===== src/rtl/fact_accel_mm.sv =====
// fact_accel_mm
// -------------
// Memory-mapped factorial accelerator. Software writes an operand n, issues a
// go command, then polls STATUS until done is set and reads RESULT.
//
// Register map (word addressed):
//   a=0  N      : RW, write latches wd[3:0], reads {28'b0, n}
//   a=1  GO     : write wd[0]=1 requests a computation, reads {31'b0, go_r}
//   a=2  STATUS : RO, reads {30'b0, err, done}
//   a=3  RESULT : RO, reads the last 32-bit result
//
// Bus handshake: there is no valid/ready pair on this port. A write happens
// on every rising edge where we=1. A read is a pure combinational decode of
// a, so it returns the value that the registers hold before the edge.
//
// Ports:
//   clk       system clock, rising-edge active
//   rst       asynchronous, active-low reset
//   we        write enable for the addressed register
//   a[1:0]    word address
//   wd[31:0]  write data
//   rd[31:0]  combinational read data
//   done      STATUS[0], brought out as a pin for GPIO mirroring
//   err       STATUS[1], brought out as a pin for GPIO mirroring
//   state_dbg current FSM state (0 = IDLE, 1 = BUSY), for observation only
module fact_accel_mm #(
    parameter int N_MAX = 12
) (
    input  logic        clk,
    input  logic        rst,
    input  logic        we,
    input  logic [1:0]  a,
    input  logic [31:0] wd,
    output logic [31:0] rd,
    output logic        done,
    output logic        err,
    output logic        state_dbg
);

    typedef enum logic {
        IDLE = 1'b0,
        BUSY = 1'b1
    } state_t;

    localparam logic [3:0] N_MAX_4 = 4'(N_MAX);

    state_t      state, state_n;
    logic [3:0]  n, n_n;
    logic        go_r, go_n;
    logic        done_r, done_n;
    logic        err_r, err_n;
    logic [31:0] result, result_n;
    logic [31:0] prod, prod_n;
    logic [3:0]  cnt, cnt_n;
    logic        go_accept;

    // A go is taken only when the block is idle and has no request pending,
    // so a go written during a computation can never restart it.
    assign go_accept = we && (a == 2'd1) && wd[0] && (state == IDLE) && !go_r;

    always_ff @(posedge clk or negedge rst) begin
        if (!rst) begin
            state  <= IDLE;
            n      <= 4'd0;
            go_r   <= 1'b0;
            done_r <= 1'b0;
            err_r  <= 1'b0;
            result <= 32'd0;
            prod   <= 32'd0;
            cnt    <= 4'd0;
        end else begin
            state  <= state_n;
            n      <= n_n;
            go_r   <= go_n;
            done_r <= done_n;
            err_r  <= err_n;
            result <= result_n;
            prod   <= prod_n;
            cnt    <= cnt_n;
        end
    end

    always_comb begin
        state_n  = state;
        n_n      = n;
        go_n     = go_r;
        done_n   = done_r;
        err_n    = err_r;
        result_n = result;
        prod_n   = prod;
        cnt_n    = cnt;

        // N may be rewritten at any time; a running computation keeps
        // working from its own copy in cnt.
        if (we && (a == 2'd0)) begin
            n_n = wd[3:0];
        end

        case (state)
            IDLE: begin
                if (go_r) begin
                    if (n > N_MAX_4) begin
                        // 13! and above overflow 32 bits: report and stay idle.
                        err_n    = 1'b1;
                        done_n   = 1'b1;
                        result_n = 32'd0;
                        go_n     = 1'b0;
                    end else begin
                        prod_n  = 32'd1;
                        cnt_n   = n;
                        state_n = BUSY;
                    end
                end else if (go_accept) begin
                    go_n   = 1'b1;
                    done_n = 1'b0;
                    err_n  = 1'b0;
                end
            end
            BUSY: begin
                // cnt<=1 covers both 0! and 1!, which leave prod at 1.
                if (cnt <= 4'd1) begin
                    result_n = prod;
                    done_n   = 1'b1;
                    go_n     = 1'b0;
                    state_n  = IDLE;
                end else begin
                    prod_n = prod * {28'd0, cnt};
                    cnt_n  = cnt - 4'd1;
                end
            end
            default: begin
                state_n = IDLE;
            end
        endcase
    end

    always_comb begin
        rd = 32'd0;
        case (a)
            2'd0: rd = {28'd0, n};
            2'd1: rd = {31'd0, go_r};
            2'd2: rd = {30'd0, err_r, done_r};
            2'd3: rd = result;
            default: rd = 32'd0;
        endcase
    end

    assign done      = done_r;
    assign err       = err_r;
    assign state_dbg = state;

endmodule


===== config.mk =====
export PLATFORM = sky130hd
export DESIGN_NAME = fact_accel_mm
export DESIGN_NICKNAME = d
export VERILOG_FILES = /design/src/rtl/fact_accel_mm.sv
export SDC_FILE = /design/constraint.sdc
export NUM_CORES = 1
export LEC_CHECK = 0
export ABC_AREA = 0
export CAP_MARGIN = 20
export CORE_MARGIN = 2
export CORE_UTILIZATION = 63
export DETAILED_ROUTE_END_ITERATION = 16
export HOLD_SLACK_MARGIN = 0.05
export PLACE_DENSITY = 0.85
export REMOVE_ABC_BUFFERS = 1
export SETUP_SLACK_MARGIN = 0.02
export SKIP_CTS_REPAIR_TIMING = 1
export SYNTH_ARGS = -nofsm -noshare
export SYNTH_HDL_FRONTEND = slang
export SYNTH_SLANG_ARGS = --single-unit
export TNS_END_PERCENT = 20

===== constraint.sdc =====
create_clock -name clk -period 11 [get_ports clk]
set_input_delay 2.2 -clock clk [delete_from_list [all_inputs] [get_ports clk]]
set_output_delay 2.2 -clock clk [all_outputs]
set_load 0.01 [all_outputs]

# Word-level counts from Yosys, hierarchy flattened
# Index checks and enable logic that the tools add are counted.
# classes
add_sub_neg	1
n_mul	1
order_cmp	2
n_eq_ne	11
mux	26
bitwise	1
n_reduce_logical	12
# op_table
cell	n
2-to-1 mux 32 bit	6
one-hot mux 32 bit (2 select lines)	2
one-hot mux 32 bit (4 select lines)	1
multiplier 32 x 4 -> 32 bit	1
2-to-1 mux 4 bit	3
AND reduction 3 bit	4
2-to-1 mux 1 bit	10
one-hot mux 4 bit (2 select lines)	1
inequality test 2 x 1 -> 1 bit, second input constant	3
inequality test 2 bit, second input constant	3
one-hot mux 1 bit (2 select lines)	3
logical AND 1 bit	5
equality test 2 bit, second input constant	2
> comparator 4 bit, second input constant	1
<= comparator 4 x 1 -> 1 bit, second input constant	1
subtractor 4 x 1 -> 4 bit, second input constant	1
inequality test 3 x 2 -> 1 bit, second input constant	1
inequality test 3 bit, second input constant	1
equality test 2 x 1 -> 1 bit, second input constant	1
logical NOT 2 bit	1
nonzero test 2 bit	1
logical NOT 1 bit	1
inverter 1 bit	1
# word_totals
ff_bits	76

# Longest topological paths before layout
# depth
word_depth	8
depth_mapped	16

# Least setup slack after synthesis
# No wires, ideal clock.
# synth_timing
path_kind	input port to output port
startpoint	in a[1]
endpoint	out rd[0]
arrival_ns	2.752
required_time_ns	8.800
setup_slack_ns	6.048
stages	2
n_path_buf	1
cell_sequence	clkbuf_1 > mux4_2
# synth_via
elab_chain_len	2
word_cells_on_any_way	5
# synth_lines
item	line	source
start: declaration	32	input logic [1:0] a,
equality test 2 bit, or another cell as far along	139	case (a)
one-hot mux 32 bit (4 select lines) *	139	
end: declaration	34	output logic [31:0] rd,
# Every way passes the cells marked *; elsewhere a longest branch is shown, timed or not.

# Final worst setup path
# layout_timing
startpoint	in a[0]
endpoint	out rd[1]
# The elaborated chain is that of the path after synthesis.

==> results.yml <==
status:
  outcome: "finished, final reports clean"
finish:
  drive_gt1_share_pct: 5.44
  multi_input_area_um2: 4540
  post-route-util_pct: 72.0
  nets: 950
  final_area_um2: 7800
  final_cells: 967
  diodes: 0
  area_growth_pct: 11.3
  seqCellArea_um2: 1900
  nFillCells: 775
die:
  start_util_pct: 64.7
  core-area_um2: 10800
  boundaryPins: 72
  rows: 38
  dieArea_um2: 12000
  die-height_um: 109
  die_w_um: 109
hold_path:
  hp-start: "result[9]"
  whs_path_depth: 1
  hold_class: "flip-flop to flip-flop"
  whs_endpoint: "result[9]"
power_and_ir_drop:
  power.density_nw_per_um2: 236
  seqPwrFrac_pct: 26.5
  peakVddDrop_mv: 0.156
  power.internal_uw: 929
  p_comb_share_pct: 61.0
  p_sw_uw: 915
  p_sw_share_pct: 49.6
  clock_power_share_pct: 12.5
  leakage_uw: 0.00393
detailed_routing:
  vias_per_cell: 6.12
  avgRoutedWirePerCell_um: 18.2
  drc: 0
  vias: 5922
  ant_nets: 0
  first_iter_violations: 425
  drt-total-wl_um: 17600
  drt_first_pass_iters: 5
global_route:
  grt_usage_pct: 31.3
  grt_overflow: 0
  grt_antenna_before_repair: 0
  grt_max_degree: 77
  grt_pass1_vias: 6217
  grt_pass1_wl_um: 29300
synthesis:
  synth_edf_count: 0
  syn_avg_cell_area_um2: 8.77
  synth_seq_cells: 76
  synth_seq_area_share_pct: 27.1
  synth_cell_type_count: 56
  syn-cell-area_um2: 7010
  postSynthCellCount: 799
  async_flop_share_pct: 100
  yosysWarnings: 0
  synth_ff_type: "dfrtp_1"
clock_network:
  tritoncts: "yes"
  h-tree-depth: 3
  clk_pin_slew_ns: 0.08
  cts_buffers: 9
  clock_latency_ns: 0.39
  clk_path_buf_depth: 2
  cts.sinks: 76
  cts_root_buffer: "clkbuf_8"
timing:
  setup_viol_count_final: 0
  slew_headroom_pct: 40.7
  min_period_ns: 6.32
  rsz0062_at_grt: "false"
  timing.hold.ws_ns: 0.504
  tns_ns: 0
  worst_pin_slew_ns: 0.890
  fin_skew_ns: 0.0149
  finalCritPeriodShare_pct: 57.5
  max_freq_mhz: 158
  slew_violations: 0
  finalHoldViolCount: 0
worst_setup_path:
  required_ns: 8.80
  path_class: "input pin to output pin"
  crit_chain: "clkdlybuf4s50_1 -> buf_8 -> nor2_1 -> a22o_1 -> clkdlybuf4s50_1"
  max_stage_delay_ns: 0.65
  rr_worst_depth: 14
  crit_path_top_delay_cell: "clkdlybuf4s50_1"
  reg2reg_from: "cnt[1]"
  r2r_end: "prod[21]"
  start_kind: "input pin"
  cpMostUsedCell: "clkdlybuf4s50_1"
  timing.critical_path.buf_inv: 3
  end_kind: "output pin"
  worstPathMaxFanout: 24
  arrival_ns: 4.12
  critPathTopFamily: "buffers and inverters"
  reg2reg_slack_ns: 6.68
place:
  dp_hpwl_um: 11700
  gp_congestion: 1.02
  portBuffers: 43
  dpl_cell_area_um2: 7530
  dp_cells: 948
job:
  cap_violations: 0
==> how the worst max path moves through the flow <==
stage	from	to	depth (start not counted)
finish	a[0]	rd[1]	5
global route	a[0]	rd[1]	5
CTS	a[0]	rd[0]	3
detailed placement	a[0]	rd[0]	3
global placement	a[0]	rd[0]	3
floorplan	a[0]	rd[0]	1
==> placed cells by master, fill, tap and decap left out, types with 15 or more instances in the layout <==
master,count
xnor2_1,15
a22o_1,40
fa_1,57
ha_1,34
o21ai_0,35
nand2_1,86
a21o_1,16
and2_1,89
and3_1,32
dfrtp_1,76
nor2_1,27
inv_1,114
clkdlybuf4s50_1,42
a21oi_1,25
==> flip-flops by register name (all words and copies together) (netlist names) <==
register / cells
done: 1
n: 4
prod: 32
cnt: 4
err: 1
go_r: 1
result: 32
state_dbg: 1
==> worst reg2reg max path, cell delays in order, from the launching register on <==
cell	delay (ns)
dfrtp_1	0.58
buf_16	0.26
and2_1	0.19
fa_1	0.48
inv_1	0.06
fa_1	0.53
inv_1	0.04
ha_1	0.35
a21oi_2	0.22
nand2_1	0.11
a221oi_2	0.46
a21oi_2	0.16
o21a_1	0.22
or3_1	0.30
a32o_1	0.26
==> power by group through the flow <==
stage | sequential (µW) | clock (µW) | combinational [µW]
2_1_floorplan | 479 | 0 | 756
3_3_place_gp | 489 | 0 | 1020
3_5_place_dp | 496 | 0 | 1080
4_1_cts | 492 | 233 | 1090
5_1_grt | 498 | 244 | 1260
6_report | 489 | 231 | 1120
==> cells by family after synthesis <==
kind of cell,count (synthesis),share of synthesized area (%)
AOI/OAI and AO/OA,166,16.9
xor gates and xnor gates,26,3.25
adders and majority gates,91,22.3
buffers and inverters,156,8.35
DFF,76,27.1
muxes,10,1.70
and+or+nand+nor,274,20.3
==> cell type report <==
class | count | share of cell area, %
Timing Repair Buffer | 54 | 7.15
Multi-Input combinational cell | 567 | 58.2
Clock inverter | 6 | 0.946
Inverter | 114 | 5.49
Tap cell | 140 | 2.25
Clock buffer | 10 | 1.64
Sequential cell | 76 | 24.4
==> metal layers <==
metal | wire length (µm) | track usage [%] | share of wire [%] | vias up
li1 | - | - | - | 2687
met1 | 7320 | 40.3 | 42 | 2949
met2 | 8580 | 50.7 | 49 | 240
met3 | 1120 | 4.62 | 6.3 | 46
met4 | 589 | 17.8 | 3.3 | 0
met5 | 0 | 0 | 0 | -
==> metrics by stage <==
| stage | setup WS (ns) | total power [µW] |
|---|---|---|
| floorplan | 6.09 | 1230 |
| global placement | 4.36 | 1510 |
| detailed placement | 4.29 | 1570 |
| CTS | 4.29 | 1810 |
| global route | 4.63 | 2000 |
| finish | 4.68 | 1840 |
==> Yosys cell counts, types with 2 or more instances <==
cell,n,area share (%)
inv_1,114,6.1
and2_1,89,7.9
nand2_1,86,4.6
dfrtp_1,76,27
fa_1,57,16
clkbuf_1,42,2.2
a22o_1,40,5.0
o21ai_0,35,2.5
ha_1,34,6.1
and3_1,32,2.9
nor2_1,29,1.6
a21oi_1,25,1.8
a21o_1,16,1.7
xnor2_1,15,1.9
xor2_1,11,1.4
nand3_1,10,0.71
nor3_1,7,0.50
o21a_1,7,0.75
nand4_1,6,0.54
o211ai_1,6,0.64
mux2_2,5,0.80
a211o_1,4,0.50
a31oi_1,4,0.36
mux2i_1,4,0.57
a211oi_1,3,0.32
nor2b_1,3,0.27
a21oi_2,2,0.25
a221oi_2,2,0.43
a32o_1,2,0.29
nor4_1,2,0.18
o2111ai_1,2,0.25
o21ai_1,2,0.14
o21bai_1,2,0.21
o31ai_1,2,0.21
or3_1,2,0.18
No activity file was read; power rests on OpenSTA's default activity.
